### src/rtl/mem_arbiter.sv
// Two-requester (CPU / IO-DMA) arbiter and access sequencer for the single-port main memory.
// Round-robin grant, fixed read latency, one-cycle done pulse per access, CPU stall output.
module mem_arbiter #(
   parameter int unsigned ADDR_W  = 16,
   parameter int unsigned DATA_W  = 16,
   parameter int unsigned MEM_LAT = 2
) (
   input  logic              CLK,
   input  logic              Reset,
   input  logic              cpu_req,
   input  logic              cpu_we,
   input  logic [ADDR_W-1:0] cpu_addr,
   input  logic [DATA_W-1:0] cpu_wdata,
   output logic              cpu_gnt,
   output logic              cpu_done,
   output logic [DATA_W-1:0] cpu_rdata,
   output logic              cpu_stall,
   input  logic              io_req,
   input  logic              io_we,
   input  logic [ADDR_W-1:0] io_addr,
   input  logic [DATA_W-1:0] io_wdata,
   output logic              io_gnt,
   output logic              io_done,
   output logic [DATA_W-1:0] io_rdata,
   output logic              mem_en,
   output logic              mem_we,
   output logic [ADDR_W-1:0] mem_addr,
   output logic [DATA_W-1:0] mem_wdata,
   input  logic [DATA_W-1:0] mem_rdata
);

   localparam int unsigned CNT_W = 3;
   localparam logic [CNT_W-1:0] WAIT_LAST = CNT_W'((MEM_LAT > 1) ? MEM_LAT - 2 : 0);

   // CAPT is the cycle in which mem_rdata is valid; it is latched at the CAPT->DONE edge.
   localparam logic [2:0] S_IDLE  = 3'd0;
   localparam logic [2:0] S_ISSUE = 3'd1;
   localparam logic [2:0] S_WAIT  = 3'd2;
   localparam logic [2:0] S_CAPT  = 3'd3;
   localparam logic [2:0] S_DONE  = 3'd4;

   logic [2:0]        state, state_nxt;
   logic [CNT_W-1:0]  cnt, cnt_nxt;
   logic              owner_io, owner_nxt;
   logic              last_io, last_nxt;
   logic              cmd_we, cmd_we_nxt;
   logic [ADDR_W-1:0] addr_nxt;
   logic [DATA_W-1:0] wdata_nxt;
   logic [DATA_W-1:0] cpu_rdata_nxt, io_rdata_nxt;
   logic              gnt_nxt, done_nxt, mem_en_nxt, mem_we_nxt;
   logic              pick_io;

   assign cpu_stall = cpu_req & ~cpu_done;

   // Next-state, command latch and registered-output computation
   always_comb begin
      state_nxt     = state;
      cnt_nxt       = cnt;
      owner_nxt     = owner_io;
      last_nxt      = last_io;
      cmd_we_nxt    = cmd_we;
      addr_nxt      = mem_addr;
      wdata_nxt     = mem_wdata;
      cpu_rdata_nxt = cpu_rdata;
      io_rdata_nxt  = io_rdata;
      gnt_nxt       = 1'b0;
      done_nxt      = 1'b0;
      mem_en_nxt    = 1'b0;
      mem_we_nxt    = 1'b0;
      pick_io       = (cpu_req && io_req) ? ~last_io : io_req;

      case (state)
         S_IDLE: begin
            if (cpu_req || io_req) begin
               state_nxt  = S_ISSUE;
               owner_nxt  = pick_io;
               last_nxt   = pick_io;
               cmd_we_nxt = pick_io ? io_we : cpu_we;
               addr_nxt   = pick_io ? io_addr : cpu_addr;
               wdata_nxt  = pick_io ? io_wdata : cpu_wdata;
               gnt_nxt    = 1'b1;
               mem_en_nxt = 1'b1;
               mem_we_nxt = pick_io ? io_we : cpu_we;
            end
         end
         S_ISSUE: begin
            gnt_nxt = 1'b1;
            if (cmd_we) begin
               state_nxt = S_DONE;
               done_nxt  = 1'b1;
            end else if (MEM_LAT > 1) begin
               state_nxt = S_WAIT;
               cnt_nxt   = '0;
            end else begin
               state_nxt = S_CAPT;
            end
         end
         S_WAIT: begin
            gnt_nxt = 1'b1;
            if (cnt == WAIT_LAST) begin
               state_nxt = S_CAPT;
               cnt_nxt   = '0;
            end else begin
               cnt_nxt = cnt + CNT_W'(1);
            end
         end
         S_CAPT: begin
            gnt_nxt   = 1'b1;
            done_nxt  = 1'b1;
            state_nxt = S_DONE;
            if (owner_io) io_rdata_nxt  = mem_rdata;
            else          cpu_rdata_nxt = mem_rdata;
         end
         S_DONE:  state_nxt = S_IDLE;
         default: state_nxt = S_IDLE;
      endcase
   end

   // State and output registers; reset abandons any in-flight access
   always_ff @(posedge CLK) begin
      if (Reset) begin
         state     <= S_IDLE;
         cnt       <= '0;
         owner_io  <= 1'b0;
         last_io   <= 1'b1;
         cmd_we    <= 1'b0;
         cpu_gnt   <= 1'b0;
         io_gnt    <= 1'b0;
         cpu_done  <= 1'b0;
         io_done   <= 1'b0;
         mem_en    <= 1'b0;
         mem_we    <= 1'b0;
         mem_addr  <= '0;
         mem_wdata <= '0;
         cpu_rdata <= '0;
         io_rdata  <= '0;
      end else begin
         state     <= state_nxt;
         cnt       <= cnt_nxt;
         owner_io  <= owner_nxt;
         last_io   <= last_nxt;
         cmd_we    <= cmd_we_nxt;
         cpu_gnt   <= gnt_nxt & ~owner_nxt;
         io_gnt    <= gnt_nxt & owner_nxt;
         cpu_done  <= done_nxt & ~owner_nxt;
         io_done   <= done_nxt & owner_nxt;
         mem_en    <= mem_en_nxt;
         mem_we    <= mem_we_nxt;
         mem_addr  <= addr_nxt;
         mem_wdata <= wdata_nxt;
         cpu_rdata <= cpu_rdata_nxt;
         io_rdata  <= io_rdata_nxt;
      end
   end

endmodule

### config.mk
export PLATFORM = sky130hd
export DESIGN_NAME = mem_arbiter
export DESIGN_NICKNAME = d
export VERILOG_FILES = /design/src/rtl/mem_arbiter.sv
export SDC_FILE = /design/constraint.sdc
export NUM_CORES = 1
export LEC_CHECK = 0
export CAP_MARGIN = 20
export CORE_ASPECT_RATIO = 1.25
export CORE_UTILIZATION = 45
export DETAILED_ROUTE_END_ITERATION = 7
export PLACE_DENSITY = 0.85
export SLEW_MARGIN = 5
export SYNTH_ARGS = -nofsm -noshare
export SYNTH_HDL_FRONTEND = slang
export SYNTH_SLANG_ARGS = --single-unit
export TNS_END_PERCENT = 100
### constraint.sdc
create_clock -name CLK -period 2.2 [get_ports CLK]
set_input_delay 0.33 -clock CLK [delete_from_list [all_inputs] [get_ports CLK]]
set_output_delay 0.33 -clock CLK [all_outputs]
set_load 0.005 [all_outputs]
==> reports/metrics.yaml, run 1 <==
outcome:
  status: "finished, final reports clean"
die:
  ios: 157
  dieWidth_um: 82.2
  dieArea_um2: 8410
  initial_core_util_pct: 46.5
  fp.dieH_um: 102
  rows: 36
  core_um2: 7790
sta:
  relSlewSlack_pct: 37.9
  fin_crit_sh_pct: 87.2
  worst_slew_pin_slew_ns: 0.932
  rsz0062_at_grt: "no"
  finalSetupTns_ns: 0
  min_period_ns: 1.92
  fmax_mhz: 521
  maxSlewViolCount: 0
  fin_worst_skew_ns: 0.0109
  setup_viol: 0
  hold_viol: 0
  timing.final.ws_setup_ns: 0.282
grt:
  grt_max_degree: 51
  grt_pass1_vias: 3331
  antenna_found_initial: 0
  gr-total-overflow: 0
  grtUsageTotal_pct: 23.6
  grt_pass1_wl_mm: 15.2
cts:
  tritoncts_num_sinks: 79
  cts_buffers: 9
  cts_resized: 0
  holdBufCountCts: 0
  cts_tree: "yes"
  clockRootBuffer: "clkbuf_8"
  clkTransAtPathRegs_ns: 0.07
  cts_setup_buffers: 0
  clkLatencyLatePin_ns: 0.34
  h-tree-depth: 3
  cts_buffer_depth: 2
layout:
  area_growth_pct: 46.6
  drive_gt1_share_pct: 16.9
  final_area_um2: 5310
  nets: 618
  diodes: 0
  final-instance-count-excl-fill: 629
synthesis:
  ys_seq_area_share_pct: 43.7
  synth.top_cell.area_share_pct: 43.7
  synth_area_leaders: "dfxtp_1, nand2_1, a311oi_2"
  syn-cell-area_um2: 3620
  netlist_instances: 392
  yosysWarnings: 0
  synth_seq_cells: 79
  yosys.area.top_type: "dfxtp_1"
  synth_cell_types: 40
  synth_nets: 480
  avgSynthCellArea_um2: 9.24
setup_path:
  cp-startpoint: "cpu_req"
  cp_num_buf_inv: 2
  r2r_start: "state[2]"
  arrival_ns: 1.59
  path_class: "input pin to output port"
  cp_top_family: "buffers and inverters"
  crit_path_end_kind: "output port"
  crit_chain: "clkdlybuf4s50_1 > nor2b_1 > clkdlybuf4s50_1"
  start_kind: "input pin"
  cp_slowest_cell: "clkdlybuf4s50_1"
  worstPathRequired_ns: 1.87
  cp_max_fo: 4
  critical_path.max_stage_delay_ns: 0.54
  path_common_cell: "clkdlybuf4s50_1"
drt:
  vias: 3383
  routed_wl_mm: 9.41
  via_per_inst: 5.38
  wire_per_inst_um: 15.0
  route.antenna.remaining_nets: 0
  initialDrtViolationCount: 112
  dr.pass1.iters: 4
  drc_errors: 0
place:
  dpl_worst_slack_ns: -0.0194
  routabilityCongestion: 0.803
  placedCellCount: 614
  dpl_cell_area_um2: 5100
  portBuffers: 156
  dp_hpwl_mm: 6.70
worst_hold_path:
  hold_path.startpoint: "io_rdata[11]"
  min-delay-path-class: "register to register"
power:
  p_per_area_nw_per_um2: 707
  ir_worst_vdd_mv: 0.512
  finalPower_mw: 3.76
  p_leak_nw: 1.86
job:
  max_cap_viol_count: 0
[sequential cells by signal, indices dropped and copies added (netlist names), 3 cells and up]
register	cells
cnt	3
cpu_rdata	16
io_rdata	16
mem_addr	16
mem_wdata	16
state	3
[placed cells by master (no fill, tap or decap), types with 4 or more instances in the layout]
cell type,count
clkbuf_8,10
buf_4,5
a21oi_1,42
dfxtp_1,79
inv_1,4
a21oi_2,29
clkdlybuf4s50_1,155
nand2_1,129
nor2_1,6
a311oi_2,29
[logic make-up (layout without fill, tap and decap cells)]
logic type | after synthesis | after routing | synth area share (%)
muxes | 1 | 1 | 0.276
and+or+nand+nor | 158 | 158 | 18.9
DFF | 79 | 79 | 43.7
adders and majority gates | 2 | 2 | 0.691
AOI/OAI and AO/OA | 111 | 111 | 27.7
buffers and inverters | 41 | 183 | 8.77
[stage by stage]
stage	utilization [%]	hold WS (ns)
3_3_place_gp	65.4	0.441
4_1_cts	68.2	0.458
2_1_floorplan	-	0.432
6_report	68.2	0.456
5_1_grt	68.2	0.481
3_5_place_dp	65.4	0.447
[worst paths after layout]
| kind | to | slack (ns) | cells after the start |
|---|---|---|---|
| max reg2reg | mem_addr[11] | 0.35 | 3 |
| min | io_rdata[11] | 0.46 | 2 |
| max | cpu_stall | 0.28 | 3 |
| min reg2reg | io_rdata[11] | 0.46 | 2 |
[final cells by class]
type / count / area, um^2
multi-input cells: 272 / 1730
fillers: 589 / 2480
clock buffers: 11 / 141
clock inverters: 4 / 70.1
repair buffers: 164 / 1650
flip-flops and latches: 79 / 1580
inverters: 4 / 15.0
well taps: 95 / 119
[cells in the mapped netlist (all sizes together)]
master	count
nand2	130
dfxtp	79
a21oi	71
a311oi	32
buf	31
clkbuf	6
nor2	6
inv	4
nand3	3
nand4	3
a21bo	2
ha	2
nand4b	2
nor2b	2
nor3	2
or4b	2
a2111oi	1
a211oi	1
a21boi	1
a221o	1
a31oi	1
and2	1
and3b	1
and4b	1
and4bb	1
mux2i	1
nand2b	1
nand4bb	1
o31ai	1
or2	1
or3b	1
[worst reg2reg max path: cells and delay by family, from the launching register on]
| family | cells | cell delay, ns |
|---|---|---|
| DFF | 1 | 0.43 |
| AOI/OAI and AO/OA | 1 | 0.22 |
| and+or+nand+nor | 2 | 1.04 |
[layer usage]
metal,vias up,part of all wire [%],global-route usage [%]
met3,18,9.8,7.68
li1,1636,-,-
met1,1576,40,26.4
met2,153,47,40.2
met4,0,2.5,10.9
met5,-,0,0
[report_power, final]
group	internal, mW	switching [mW]
registers	1.55	0.0944
clock network	0.661	0.484
logic	0.533	0.431
Power figures use the tool's default switching activity.
==> run 2: changes to the inputs <==
Settings changed: CORE_MARGIN from default to 2, CORE_UTILIZATION 45 to 35, PLACE_DENSITY 0.85 to 0.68, SKIP_LAST_GASP from default to 1.
==> reports/metrics.yaml, run 2 (synthesized netlist as in run 1, its figures left out) <==
sta:
  holdWs_ns: 0.453
  fmax_mhz: 529
  fin_worst_skew_ns: 0.00486
  relSlewSlack_pct: 36.6
  timing.final.ws_setup_ns: 0.310
  worst_slew_pin_slew_ns: 0.951
  finalSetupTns_ns: 0
  fin_crit_sh_pct: 85.9
  maxSlewViolCount: 0
  min_period_ns: 1.89
  setup_viol: 0
  rsz0062_at_grt: "no"
  hold_viol: 0
cts:
  cts_tree: "yes"
  clockRootBuffer: "clkbuf_16"
  cts_resized: 0
  cts_setup_buffers: 0
  clkTransAtPathRegs_ns: 0.06
  cts_buffers: 9
  cts_buffer_depth: 2
  clkLatencyLatePin_ns: 0.33
  h-tree-depth: 3
  holdBufCountCts: 0
  tritoncts_num_sinks: 79
die:
  dieArea_um2: 11200
  core_um2: 10100
  fp.dieH_um: 118
  initial_core_util_pct: 35.8
  rows: 41
  ios: 157
  dieWidth_um: 95.0
drt:
  top_layer: "met4"
  drc_errors: 0
  met2WireLength_mm: 4.87
  initialDrtViolationCount: 120
  routed_wl_mm: 10.2
  wire_per_inst_um: 15.2
  dr.pass1.iters: 4
  wl_met3_um: 995
  route.antenna.remaining_nets: 0
  met1_length_mm: 4.11
  via_per_inst: 4.97
  vias: 3323
outcome:
  status: "finished, final reports clean"
setup_path:
  crit_path_end_kind: "register"
  cp_num_buf_inv: 0
  cp_top_family: "simple AND/OR/NAND/NOR gates"
  worstPathRequired_ns: 2.36
  start_kind: "register"
  critical_path.max_stage_delay_ns: 0.81
  crit_chain: "nor3_4 > and2_2 > a311oi_2"
  arrival_ns: 2.05
  path_class: "register to register"
  cp_slowest_cell: "and2_2"
  cp_max_fo: 33
grt:
  grt_pass1_vias: 3342
  grt_max_degree: 38
  grtUsageTotal_pct: 18.1
  grt_pass1_wl_mm: 15.8
  antenna_found_initial: 0
  gr-total-overflow: 0
place:
  dp_hpwl_mm: 7.33
  dpl_worst_slack_ns: -0.0104
  portBuffers: 156
  dpl_cell_area_um2: 5130
  placedCellCount: 652
  routabilityCongestion: 0.711
layout:
  drive_gt1_share_pct: 17.4
  area_growth_pct: 50.1
  final-instance-count-excl-fill: 668
  nets: 622
  layout_commonest_cell: "clkdlybuf4s50_1"
  final_area_um2: 5440
  diodes: 0
  utilization_pct: 53.8
  final_cell_mix: "clkdlybuf4s50_1, nand2_1, dfxtp_1"
power:
  p_int_mw: 3.00
  combPwrFrac_pct: 23.5
  p_sw_share_pct: 26.9
  p_per_area_nw_per_um2: 754
  finalPower_mw: 4.10
  power_switching_mw: 1.10
  p_leak_nw: 1.89
  clockPowerShare_pct: 36.2
  ir_worst_vdd_mv: 0.408
  pwr-share-seq_pct: 40.3
job:
  max_cap_viol_count: 0
worst_hold_path:
  min-delay-path-class: "register to register"
-- run 2: final timing paths --
kind | endpoint | depth (start not counted) | slack, ns | start
worst max-delay path | mem_addr[14] | 3 | 0.31 | state[1]
worst min-delay path | cpu_rdata[11] | 2 | 0.45 | cpu_rdata[11]
worst max register to register | mem_addr[14] | 3 | 0.31 | state[1]
worst min register to register | cpu_rdata[11] | 2 | 0.45 | cpu_rdata[11]
-- run 2: per-layer routing --
metal / track usage (%) / up-vias
li1: - / 1646
met3: 6.27 / 12
met1: 20.0 / 1525
met4: 7.70 / 0
met5: 0 / -
met2: 30.8 / 140
-- run 2: final cells by class --
cell class	count	area [um^2]
inverters	4	15.0
clock inverters	4	53.8
repair buffers	168	1650
multi-input cells	272	1730
flip-flops and latches	79	1580
clock buffers	12	246
fillers	927	4670
well taps	129	161
-- run 2: power groups by stage --
stage	sequential, mW	combinational, mW	clock [mW]
final	1.65	0.962	1.48
after global routing	1.67	1.04	1.58
after CTS	1.65	0.971	1.52
after detailed placement	1.68	0.967	0
after global placement	1.68	0.959	0
after floorplan	1.67	0.584	0
-- run 2: worst register-to-register path, stage by stage (launching register included) --
cell and delay [ns]:
dfxtp_1 0.47, nor3_4 0.21, and2_2 0.81, a311oi_2 0.23
==> run 3: changes to the inputs <==
Clock period 2.2 ns to 1.75 ns, I/O delays scaled along.
==> reports/metrics.yaml, run 3 (synthesized netlist as in run 1, its figures left out) <==
worst_hold_path:
  hold_depth: 3
  min-delay-path-class: "input pin to register"
  hold_path.startpoint: "Reset"
  worstHoldEndpoint: "state[2]"
grt:
  grt_pass1_vias: 3318
  grt_pass1_wl_mm: 15.8
  gr-total-overflow: 0
  grt_max_degree: 56
  grtUsageTotal_pct: 17.9
  antenna_found_initial: 0
place:
  dpl_cell_area_um2: 5280
  routabilityCongestion: 0.771
  portBuffers: 156
  dpl_worst_slack_ns: -0.0349
  dp_hpwl_mm: 7.25
setup_path:
  arrival_ns: 1.40
  crit_chain: "clkdlybuf4s50_1 > nor2b_1 > clkdlybuf4s50_1"
  path_common_cell: "clkdlybuf4s50_1"
  cp_max_fo: 3
  reg2reg_depth: 4
  regToRegSetupSlack_ns: 0.26
  crit_path_end_kind: "output port"
  cp_slowest_cell: "clkdlybuf4s50_1"
  start_kind: "input pin"
  worstReg2RegEnd: "mem_wdata[11]"
  path_class: "input pin to output port"
  worstPathRequired_ns: 1.49
  r2r_start: "state[2]"
  critical_path.max_stage_delay_ns: 0.50
power:
  ir_worst_vdd_mv: 0.448
  p_per_area_nw_per_um2: 916
  finalPower_mw: 5.10
  p_leak_nw: 1.96
layout:
  nFillCells: 935
  final_area_um2: 5560
  layout_commonest_cell: "clkdlybuf4s50_1"
  drive_gt1_share_pct: 18.3
  area_growth_pct: 53.5
  final_cell_mix: "clkdlybuf4s50_1, nand2_1, dfxtp_1"
  diodes: 0
  nets: 630
  utilization_pct: 55.0
cts:
  cts_setup_buffers: 0
  cts_resized: 0
  holdBufCountCts: 0
  cts_tree: "yes"
  cts_buffer_depth: 2
  clockRootBuffer: "clkbuf_16"
  cts_buffers: 9
  clkLatencyLatePin_ns: 0.33
  clkTransAtPathRegs_ns: 0.06
  tritoncts_num_sinks: 79
  h-tree-depth: 3
sta:
  fmax_mhz: 603
  maxSlewViolCount: 0
  setup_viol: 0
  relSlewSlack_pct: 72.4
  finalSetupTns_ns: 0
  fin_crit_sh_pct: 94.8
  fin_worst_skew_ns: 0.00410
  min_period_ns: 1.66
  rsz0062_at_grt: "no"
  hold_viol: 0
  timing.final.ws_setup_ns: 0.0912
  worst_slew_pin_slew_ns: 0.402
drt:
  wire_per_inst_um: 14.5
  vias: 3323
  drc_errors: 0
  dr.pass1.iters: 4
  initialDrtViolationCount: 78
  routed_wl_mm: 9.82
  route.antenna.remaining_nets: 0
  via_per_inst: 4.92
job:
  max_cap_viol_count: 0
die:
  dieArea_um2: 11200
  fp.dieH_um: 118
  rows: 41
  core_um2: 10100
  initial_core_util_pct: 35.8
  ios: 157
  dieWidth_um: 95.0
outcome:
  status: "finished, final reports clean"
[run 3: layer usage]
layer / vias to the layer above / wire, um / share of wire [%] / global-route usage, %
met5: - / 0 / 0 / 0
met1: 1515 / 4120 / 42 / 21.1
li1: 1668 / - / - / -
met2: 126 / 4620 / 47 / 29.4
met4: 0 / 196 / 2.0 / 7.79
met3: 14 / 875 / 8.9 / 5.70
[run 3: how the worst max path moves through the flow]
| stage | startpoint | endpoint | slack (ns) | depth (start not counted) |
|---|---|---|---|---|
| after floorplan | state[2] | last_io | 0.45 | 5 |
| after CTS | cpu_req | cpu_stall | 0.09 | 3 |
| after detailed placement | cpu_req | cpu_gnt | -0.03 | 5 |
| final | cpu_req | cpu_stall | 0.09 | 3 |
| after global routing | cpu_req | cpu_stall | 0.04 | 3 |
| after global placement | cpu_req | cpu_gnt | 0.02 | 5 |
[run 3: where the power goes]
group	internal [mW]	leakage [nW]	switching, mW	total, mW
Combinational	0.740	1.18	0.564	1.30
Sequential	1.96	0.647	0.118	2.07
Clock	1.07	0.136	0.649	1.72
Total	3.77	1.96	1.33	5.10
[run 3: final cells by class]
| type | instances | area (um^2) | share of cell area (%) |
|---|---|---|---|
| Tap cell | 129 | 161 | 2.90 |
| Multi-Input combinational cell | 272 | 1730 | 31.1 |
| Clock buffer | 15 | 278 | 5.00 |
| Timing Repair Buffer | 176 | 1790 | 32.3 |
| Inverter | 4 | 15.0 | 0.270 |
| Sequential cell | 79 | 1580 | 28.4 |
[run 3: worst max-delay path: cells and delay by family]
kind / cells / cell delay, ns
and+or+nand+nor: 1 / 0.14
buffers and inverters: 2 / 0.99
[run 3: metrics by stage]
step	cells	hold WS, ns
floorplan	392	0.398
global placement	660	0.442
detailed placement	660	0.448
CTS	675	0.283
global route	675	0.306
finish	675	0.292
